### src/rtl/mips_ctrl_pkg.sv
// Shared encodings for the MIPS pipeline execution controller.
package mips_ctrl_pkg;

  typedef enum logic [1:0] {
    CMD_RUN   = 2'b00,
    CMD_STEP  = 2'b01,
    CMD_STOP  = 2'b10,
    CMD_CLEAR = 2'b11
  } cmd_e;

  typedef enum logic [2:0] {
    ST_IDLE   = 3'b000,
    ST_RUN    = 3'b001,
    ST_STEP   = 3'b010,
    ST_DRAIN  = 3'b011,
    ST_HALTED = 3'b100
  } state_e;

  localparam int DRAIN_CNT_BITS = 4;

  function automatic logic is_step_state(input state_e s);
    return (s == ST_RUN) || (s == ST_STEP) || (s == ST_DRAIN);
  endfunction

  function automatic logic is_ready_state(input state_e s);
    return (s == ST_IDLE) || (s == ST_RUN) || (s == ST_HALTED);
  endfunction

endpackage

### src/rtl/sat_counter.sv
// Saturating up-counter with synchronous clear; holds at all-ones instead of wrapping.
module sat_counter #(
  parameter int CNT_BITS = 32
) (
  input  logic                i_clk,
  input  logic                i_reset_n,
  input  logic                i_inc,
  input  logic                i_clr,
  output logic [CNT_BITS-1:0] o_count
);

  logic [CNT_BITS-1:0] count_r;

  // Count register: clear wins over increment, increment stops at all-ones.
  always_ff @(posedge i_clk or negedge i_reset_n) begin
    if (!i_reset_n) begin
      count_r <= '0;
    end else if (i_clr) begin
      count_r <= '0;
    end else if (i_inc && (count_r != {CNT_BITS{1'b1}})) begin
      count_r <= count_r + CNT_BITS'(1);
    end else begin
      count_r <= count_r;
    end
  end

  assign o_count = count_r;

endmodule

### src/rtl/pipeline_exec_ctrl.sv
// Execution sequencer for the 5-stage pipeline: run/step/stop modes, HALT drain,
// step enable, per-latch flush strobes and executed-cycle counter.
module pipeline_exec_ctrl
  import mips_ctrl_pkg::*;
#(
  parameter int CNT_BITS     = 32,
  parameter int DRAIN_CYCLES = 2
) (
  input  logic                i_clk,
  input  logic                i_reset_n,
  input  logic                i_cmd_valid,
  input  logic [1:0]          i_cmd,
  output logic                o_cmd_ready,
  input  logic                i_halt_mem,
  input  logic                i_branch_taken,
  output logic                o_step,
  output logic                o_flush_ifid,
  output logic                o_flush_idex,
  output logic                o_flush_exmem,
  output logic                o_flush_memwb,
  output logic [2:0]          o_state,
  output logic                o_halted,
  output logic                o_cmd_err,
  output logic [CNT_BITS-1:0] o_cycle_count
);

  localparam logic [DRAIN_CNT_BITS-1:0] DRAIN_LOAD = DRAIN_CNT_BITS'(DRAIN_CYCLES);

  state_e                    state_r, state_nxt_s;
  logic [DRAIN_CNT_BITS-1:0] drain_cnt_r, drain_cnt_nxt_s;
  logic                      cmd_err_r, cmd_err_nxt_s;
  logic                      clear_pend_r, clear_nxt_s;
  logic                      step_s, ready_s, cmd_acc_s, branch_flush_s;
  cmd_e                      cmd_s;

  assign cmd_s     = cmd_e'(i_cmd);
  assign step_s    = is_step_state(state_r);
  assign ready_s   = is_ready_state(state_r);
  assign cmd_acc_s = i_cmd_valid & ready_s;

  // Next-state, drain count and command-error decode.
  always_comb begin
    state_nxt_s     = state_r;
    drain_cnt_nxt_s = drain_cnt_r;
    cmd_err_nxt_s   = 1'b0;
    clear_nxt_s     = 1'b0;
    case (state_r)
      ST_IDLE: begin
        if (cmd_acc_s) begin
          case (cmd_s)
            CMD_RUN:   state_nxt_s = ST_RUN;
            CMD_STEP:  state_nxt_s = ST_STEP;
            CMD_STOP:  state_nxt_s = ST_IDLE;
            CMD_CLEAR: clear_nxt_s = 1'b1;
            default:   state_nxt_s = ST_IDLE;
          endcase
        end else begin
          state_nxt_s = ST_IDLE;
        end
      end
      ST_RUN: begin
        // A HALT reaching MEM outranks any command offered in the same cycle.
        if (i_halt_mem) begin
          state_nxt_s     = ST_DRAIN;
          drain_cnt_nxt_s = DRAIN_LOAD;
        end else if (cmd_acc_s) begin
          case (cmd_s)
            CMD_STOP:  state_nxt_s = ST_IDLE;
            CMD_CLEAR: begin
              state_nxt_s = ST_IDLE;
              clear_nxt_s = 1'b1;
            end
            default:   cmd_err_nxt_s = 1'b1;
          endcase
        end else begin
          state_nxt_s = ST_RUN;
        end
      end
      ST_STEP: begin
        if (i_halt_mem) begin
          state_nxt_s     = ST_DRAIN;
          drain_cnt_nxt_s = DRAIN_LOAD;
        end else begin
          state_nxt_s = ST_IDLE;
        end
      end
      ST_DRAIN: begin
        drain_cnt_nxt_s = drain_cnt_r - DRAIN_CNT_BITS'(1);
        if (drain_cnt_r <= DRAIN_CNT_BITS'(1)) begin
          state_nxt_s = ST_HALTED;
        end else begin
          state_nxt_s = ST_DRAIN;
        end
      end
      ST_HALTED: begin
        if (cmd_acc_s && (cmd_s == CMD_CLEAR)) begin
          state_nxt_s = ST_IDLE;
          clear_nxt_s = 1'b1;
        end else if (cmd_acc_s) begin
          cmd_err_nxt_s = 1'b1;
        end else begin
          state_nxt_s = ST_HALTED;
        end
      end
      default: begin
        state_nxt_s     = ST_IDLE;
        drain_cnt_nxt_s = '0;
      end
    endcase
  end

  // State, drain counter and registered strobes.
  always_ff @(posedge i_clk or negedge i_reset_n) begin
    if (!i_reset_n) begin
      state_r      <= ST_IDLE;
      drain_cnt_r  <= '0;
      cmd_err_r    <= 1'b0;
      clear_pend_r <= 1'b0;
    end else begin
      state_r      <= state_nxt_s;
      drain_cnt_r  <= drain_cnt_nxt_s;
      cmd_err_r    <= cmd_err_nxt_s;
      clear_pend_r <= clear_nxt_s;
    end
  end

  // Counter clears on the accepting edge so the CLEAR cycle already reads zero.
  sat_counter #(.CNT_BITS(CNT_BITS)) u_cycle_cnt (
    .i_clk     (i_clk),
    .i_reset_n (i_reset_n),
    .i_inc     (step_s),
    .i_clr     (clear_nxt_s),
    .o_count   (o_cycle_count)
  );

  assign branch_flush_s = step_s & i_branch_taken;
  assign o_flush_ifid   = branch_flush_s | clear_pend_r;
  assign o_flush_idex   = branch_flush_s | clear_pend_r;
  assign o_flush_exmem  = branch_flush_s | clear_pend_r;
  assign o_flush_memwb  = clear_pend_r;

  assign o_step      = step_s;
  assign o_cmd_ready = ready_s;
  assign o_state     = state_r;
  assign o_halted    = (state_r == ST_HALTED);
  assign o_cmd_err   = cmd_err_r;

endmodule

### config.mk
export PLATFORM = sky130hd
export DESIGN_NAME = pipeline_exec_ctrl
export DESIGN_NICKNAME = d
export VERILOG_FILES = /design/src/rtl/mips_ctrl_pkg.sv /design/src/rtl/sat_counter.sv /design/src/rtl/pipeline_exec_ctrl.sv
export SDC_FILE = /design/constraint.sdc
export NUM_CORES = 1
export LEC_CHECK = 0
export ABC_AREA = 1
export BUFFER_PORTS_ARGS = -buffer_cell sky130_fd_sc_hd__buf_2
export CAP_MARGIN = 20
export CORE_ASPECT_RATIO = 1.25
export CORE_MARGIN = 2
export CORE_UTILIZATION = 53
export CTS_BUF_LIST = sky130_fd_sc_hd__clkbuf_4 sky130_fd_sc_hd__clkbuf_8
export CTS_CLUSTER_SIZE = 20
export DETAILED_ROUTE_END_ITERATION = 10
export GPL_ROUTABILITY_DRIVEN = 0
export GPL_TIMING_DRIVEN = 0
export MAX_ROUTING_LAYER = met4
export PLACE_DENSITY = 0.76
export SLEW_MARGIN = 10
export SYNTH_ARGS = -nofsm -noshare
export SYNTH_HDL_FRONTEND = slang
export SYNTH_HIERARCHICAL = 1
export SYNTH_SLANG_ARGS = --single-unit
### constraint.sdc
create_clock -name i_clk -period 1.7 [get_ports i_clk]
set_input_delay 0.17 -clock i_clk [delete_from_list [all_inputs] [get_ports i_clk]]
set_output_delay 0.17 -clock i_clk [all_outputs]
set_load 0.02 [all_outputs]
==> flow_metrics.py <==
metrics = {
    "cts": {
        "clock_sinks": 41,
        "tritoncts": "done",
        "clockRootBuffer": "clkbuf_8",
        "h-tree-depth": 2,
        "insertion_delay_ns": 0.30,
        "hold_buffers": 0,
        "worst_setup_hold_path_clk_slew_ns": 0.08,
        "cts_buffers": 5,
        "cts_buffer_depth": 2,
    },
    "global_route": {
        "antenna_found_initial": 0,
        "grt_max_degree": 42,
        "grt_pass1_vias": 2736,
        "gr-total-overflow": 0,
        "grt_use_total_pct": 27.4,
        "grt_first_pass_wirelength_um": 12700,
    },
    "placement": {
        "io_buffers": 49,
        "place_area_um2": 3270,
        "dpl.hpwl_um": 5470,
        "pre_cts_ws_ns": -0.246,
    },
    "yosys": {
        "synthesis.area_um2": 2910,
        "synth_top_area_share_pct": 35.2,
        "ys.flop_type": "dfrtp_1",
        "yosys_warnings": 6,
        "yosys-top-cells-count": "147 x nand2_1, 61 x nor2_1, 46 x inv_1, 41 x dfrtp_1, 38 x nand3_1",
        "yosysSeqAreaShare_pct": 35.2,
        "synth_area_per_cell_um2": 6.72,
        "async_reset_ff_share_pct": 100,
        "ys_ff_latch": 41,
        "synthTopCellsByArea": "dfrtp_1 35%, nand2_1 19%, nor2_1 7.9%, nand3_1 6.5%, inv_1 5.9%",
        "synth.distinct_cells": 34,
        "synth_edf_count": 0,
        "synth.most_common_cell": "nand2_1",
        "yosysTopAreaCell": "dfrtp_1",
        "syn-num-nets": 448,
        "synthCells": 433,
    },
    "timing": {
        "finalSetupTns_ns": 0,
        "timing.hold.ws_ns": -0.0127,
        "fmax_ghz": 0.589,
        "fin_crit_ns": 1.70,
        "rsz0062_at_grt": "yes",
        "timing.final.ws_setup_ns": 0.00205,
        "finalHoldViolCount": 5,
        "clock-skew-final_ns": 0.00316,
        "max_slew.worst_pin.slew_ns": 0.923,
        "maxSlewViolCount": 0,
        "finalSetupViolCount": 0,
        "relSlewSlack_pct": 38.5,
        "period_share_pct": 99.9,
    },
    "routing": {
        "via_per_inst": 5.39,
        "wl_per_cell_um": 14.3,
        "firstDrtPassIters": 5,
        "antenna_left": 0,
        "drc": 0,
        "vias": 3172,
        "drtIter0Drc": 193,
        "wl_um": 8420,
    },
    "flow_run": {
        "maxCapViolCount": 0,
    },
    "floorplan": {
        "ios": 50,
        "start_util_pct": 54.2,
        "die_h_um": 86.9,
        "fp.dieW_um": 70.3,
        "rows": 30,
        "core_um2": 5370,
        "die_area_um2": 6110,
    },
    "pwr": {
        "ir_worst_vdd_mv": 1.18,
        "power_mw": 5.23,
        "p_leak_nw": 1.96,
        "power_density_nw_per_um2": 1370,
    },
    "layout": {
        "layout.nets": 539,
        "fin_area_um2": 3810,
        "drive_gt1_share_pct": 32.0,
        "syn2layout_area_growth_pct": 31.0,
        "final_core_util_pct": 71.0,
        "diodes": 0,
    },
    "worst_setup_path": {
        "worst_path_max_delay_cell": "dfrtp_2",
        "timing.critical_path.mode_cell": "nand2_4",
        "cp.arrival_ns": 1.89,
        "required_ns": 1.90,
        "criticalPathCategory": "reg -> reg",
        "cp_max_fo": 10,
        "crit_chain": "ha_4 > nand2_2 > nor2_4 > nand2_4 > nor2_8 > nand2_4 > nand2_8 > nand2_4 > buf_4 > buf_6 > nand2_1 > o21ai_1",
        "cpPeakStageDelay_ns": 0.40,
        "end_kind": "register",
        "startpoint_type": "register",
    },
    "run_status": {
        "status": "finished with violations",
        "violations": "negative hold slack",
    },
    "hold_path": {
        "min_path_type": "in -> async",
    },
}
metal layers:
metal / vias to the layer above / part of all wire [%] / routed length, µm / global-route usage (%)
li1: 1542 / - / - / -
met1: 1466 / 40 / 3380 / 32.4
met2: 136 / 50 / 4190 / 47.6
met3: 28 / 6.0 / 504 / 3.94
met4: 0 / 4.0 / 340 / 9.79
met5: - / 0 / 0 / -
layout make-up:
type	instances	area, µm²
clock buffers	5	68.8
well taps	64	80.1
repair buffers	87	588
flip-flops and latches	41	1050
multi-input cells	332	1750
plain buffers	8	76.3
clock inverters	3	17.5
inverters	49	189
fillers	432	1550
cells in the final DEF, fill, tap and decap left out, types with 10 or more instances in the layout:
master,n
nand2_1,139
nor2_1,54
buf_2,48
inv_1,44
buf_4,38
nand3_1,37
dfrtp_1,24
dfrtp_2,17
nand4_1,11
nand2_2,11
o21ai_1,11
nor2_4,10
worst paths after layout:
| path | endpoint | slack, ns | startpoint | depth (start not counted) |
|---|---|---|---|---|
| hold reg to reg | drain_cnt_r[0] | 0.51 | drain_cnt_r[0] | 1 |
| min in group i_clk | o_cmd_err | 0.20 | i_cmd_valid | 3 |
| setup / recovery | u_cycle_cnt/o_count[11] | 0.002 | u_cycle_cnt/o_count[1] | 12 |
| setup reg to reg | u_cycle_cnt/o_count[11] | 0.002 | u_cycle_cnt/o_count[1] | 12 |
| hold / removal | u_cycle_cnt/o_count[17] | -0.01 | i_reset_n | 1 |
| max in group asynchronous | u_cycle_cnt/o_count[28] | 1.06 | i_reset_n | 1 |
power breakdown:
part,switching (mW),total (mW),internal (mW),leakage [nW]
Sequential,0.261,1.45,1.19,0.532
Combinational,1.78,3.13,1.35,1.39
Clock,0.369,0.653,0.284,0.0439
Total,2.41,5.23,2.83,1.96
logic make-up after synthesis:
logic type | count (synthesis) | share of synthesized area [%]
adders and majority gates | 8 | 3.44
DFF | 41 | 35.2
AOI/OAI and AO/OA | 30 | 5.63
and+or+nand+nor | 283 | 43.2
xor gates and xnor gates | 11 | 3.31
buffers and inverters | 60 | 9.20
critical path: cells and delay by family (launching register included):
| family | cells | cell delay (ns) |
|---|---|---|
| AOI/OAI and AO/OA | 1 | 0.06 |
| adders and majority gates | 1 | 0.15 |
| buffers and inverters | 2 | 0.28 |
| DFF | 1 | 0.40 |
| and+or+nand+nor | 8 | 0.70 |
per-stage QoR:
step | instances | hold slack (ns)
2_1_floorplan | 433 | -0.126
3_3_place_gp | 546 | 0.360
3_5_place_dp | 546 | 0.364
4_1_cts | 574 | 0.0302
5_1_grt | 589 | 0.0626
6_report | 589 | -0.0127
flip-flops by register name (all words and copies together), names as in the netlist:
name and count:
o_cmd_err 1, u_cycle_cnt/o_count 32, drain_cnt_r 4, o_flush_memwb 1
o_state 3
what timing repair did:
item	CTS	global route
pin swaps	7	13
endpoints found under the hold margin	0	0
setup endpoints to repair	34	34
buffers inserted	21	15
gates resized for setup	15	43
gates cloned	1	1
(Power assumes the default switching activity.)
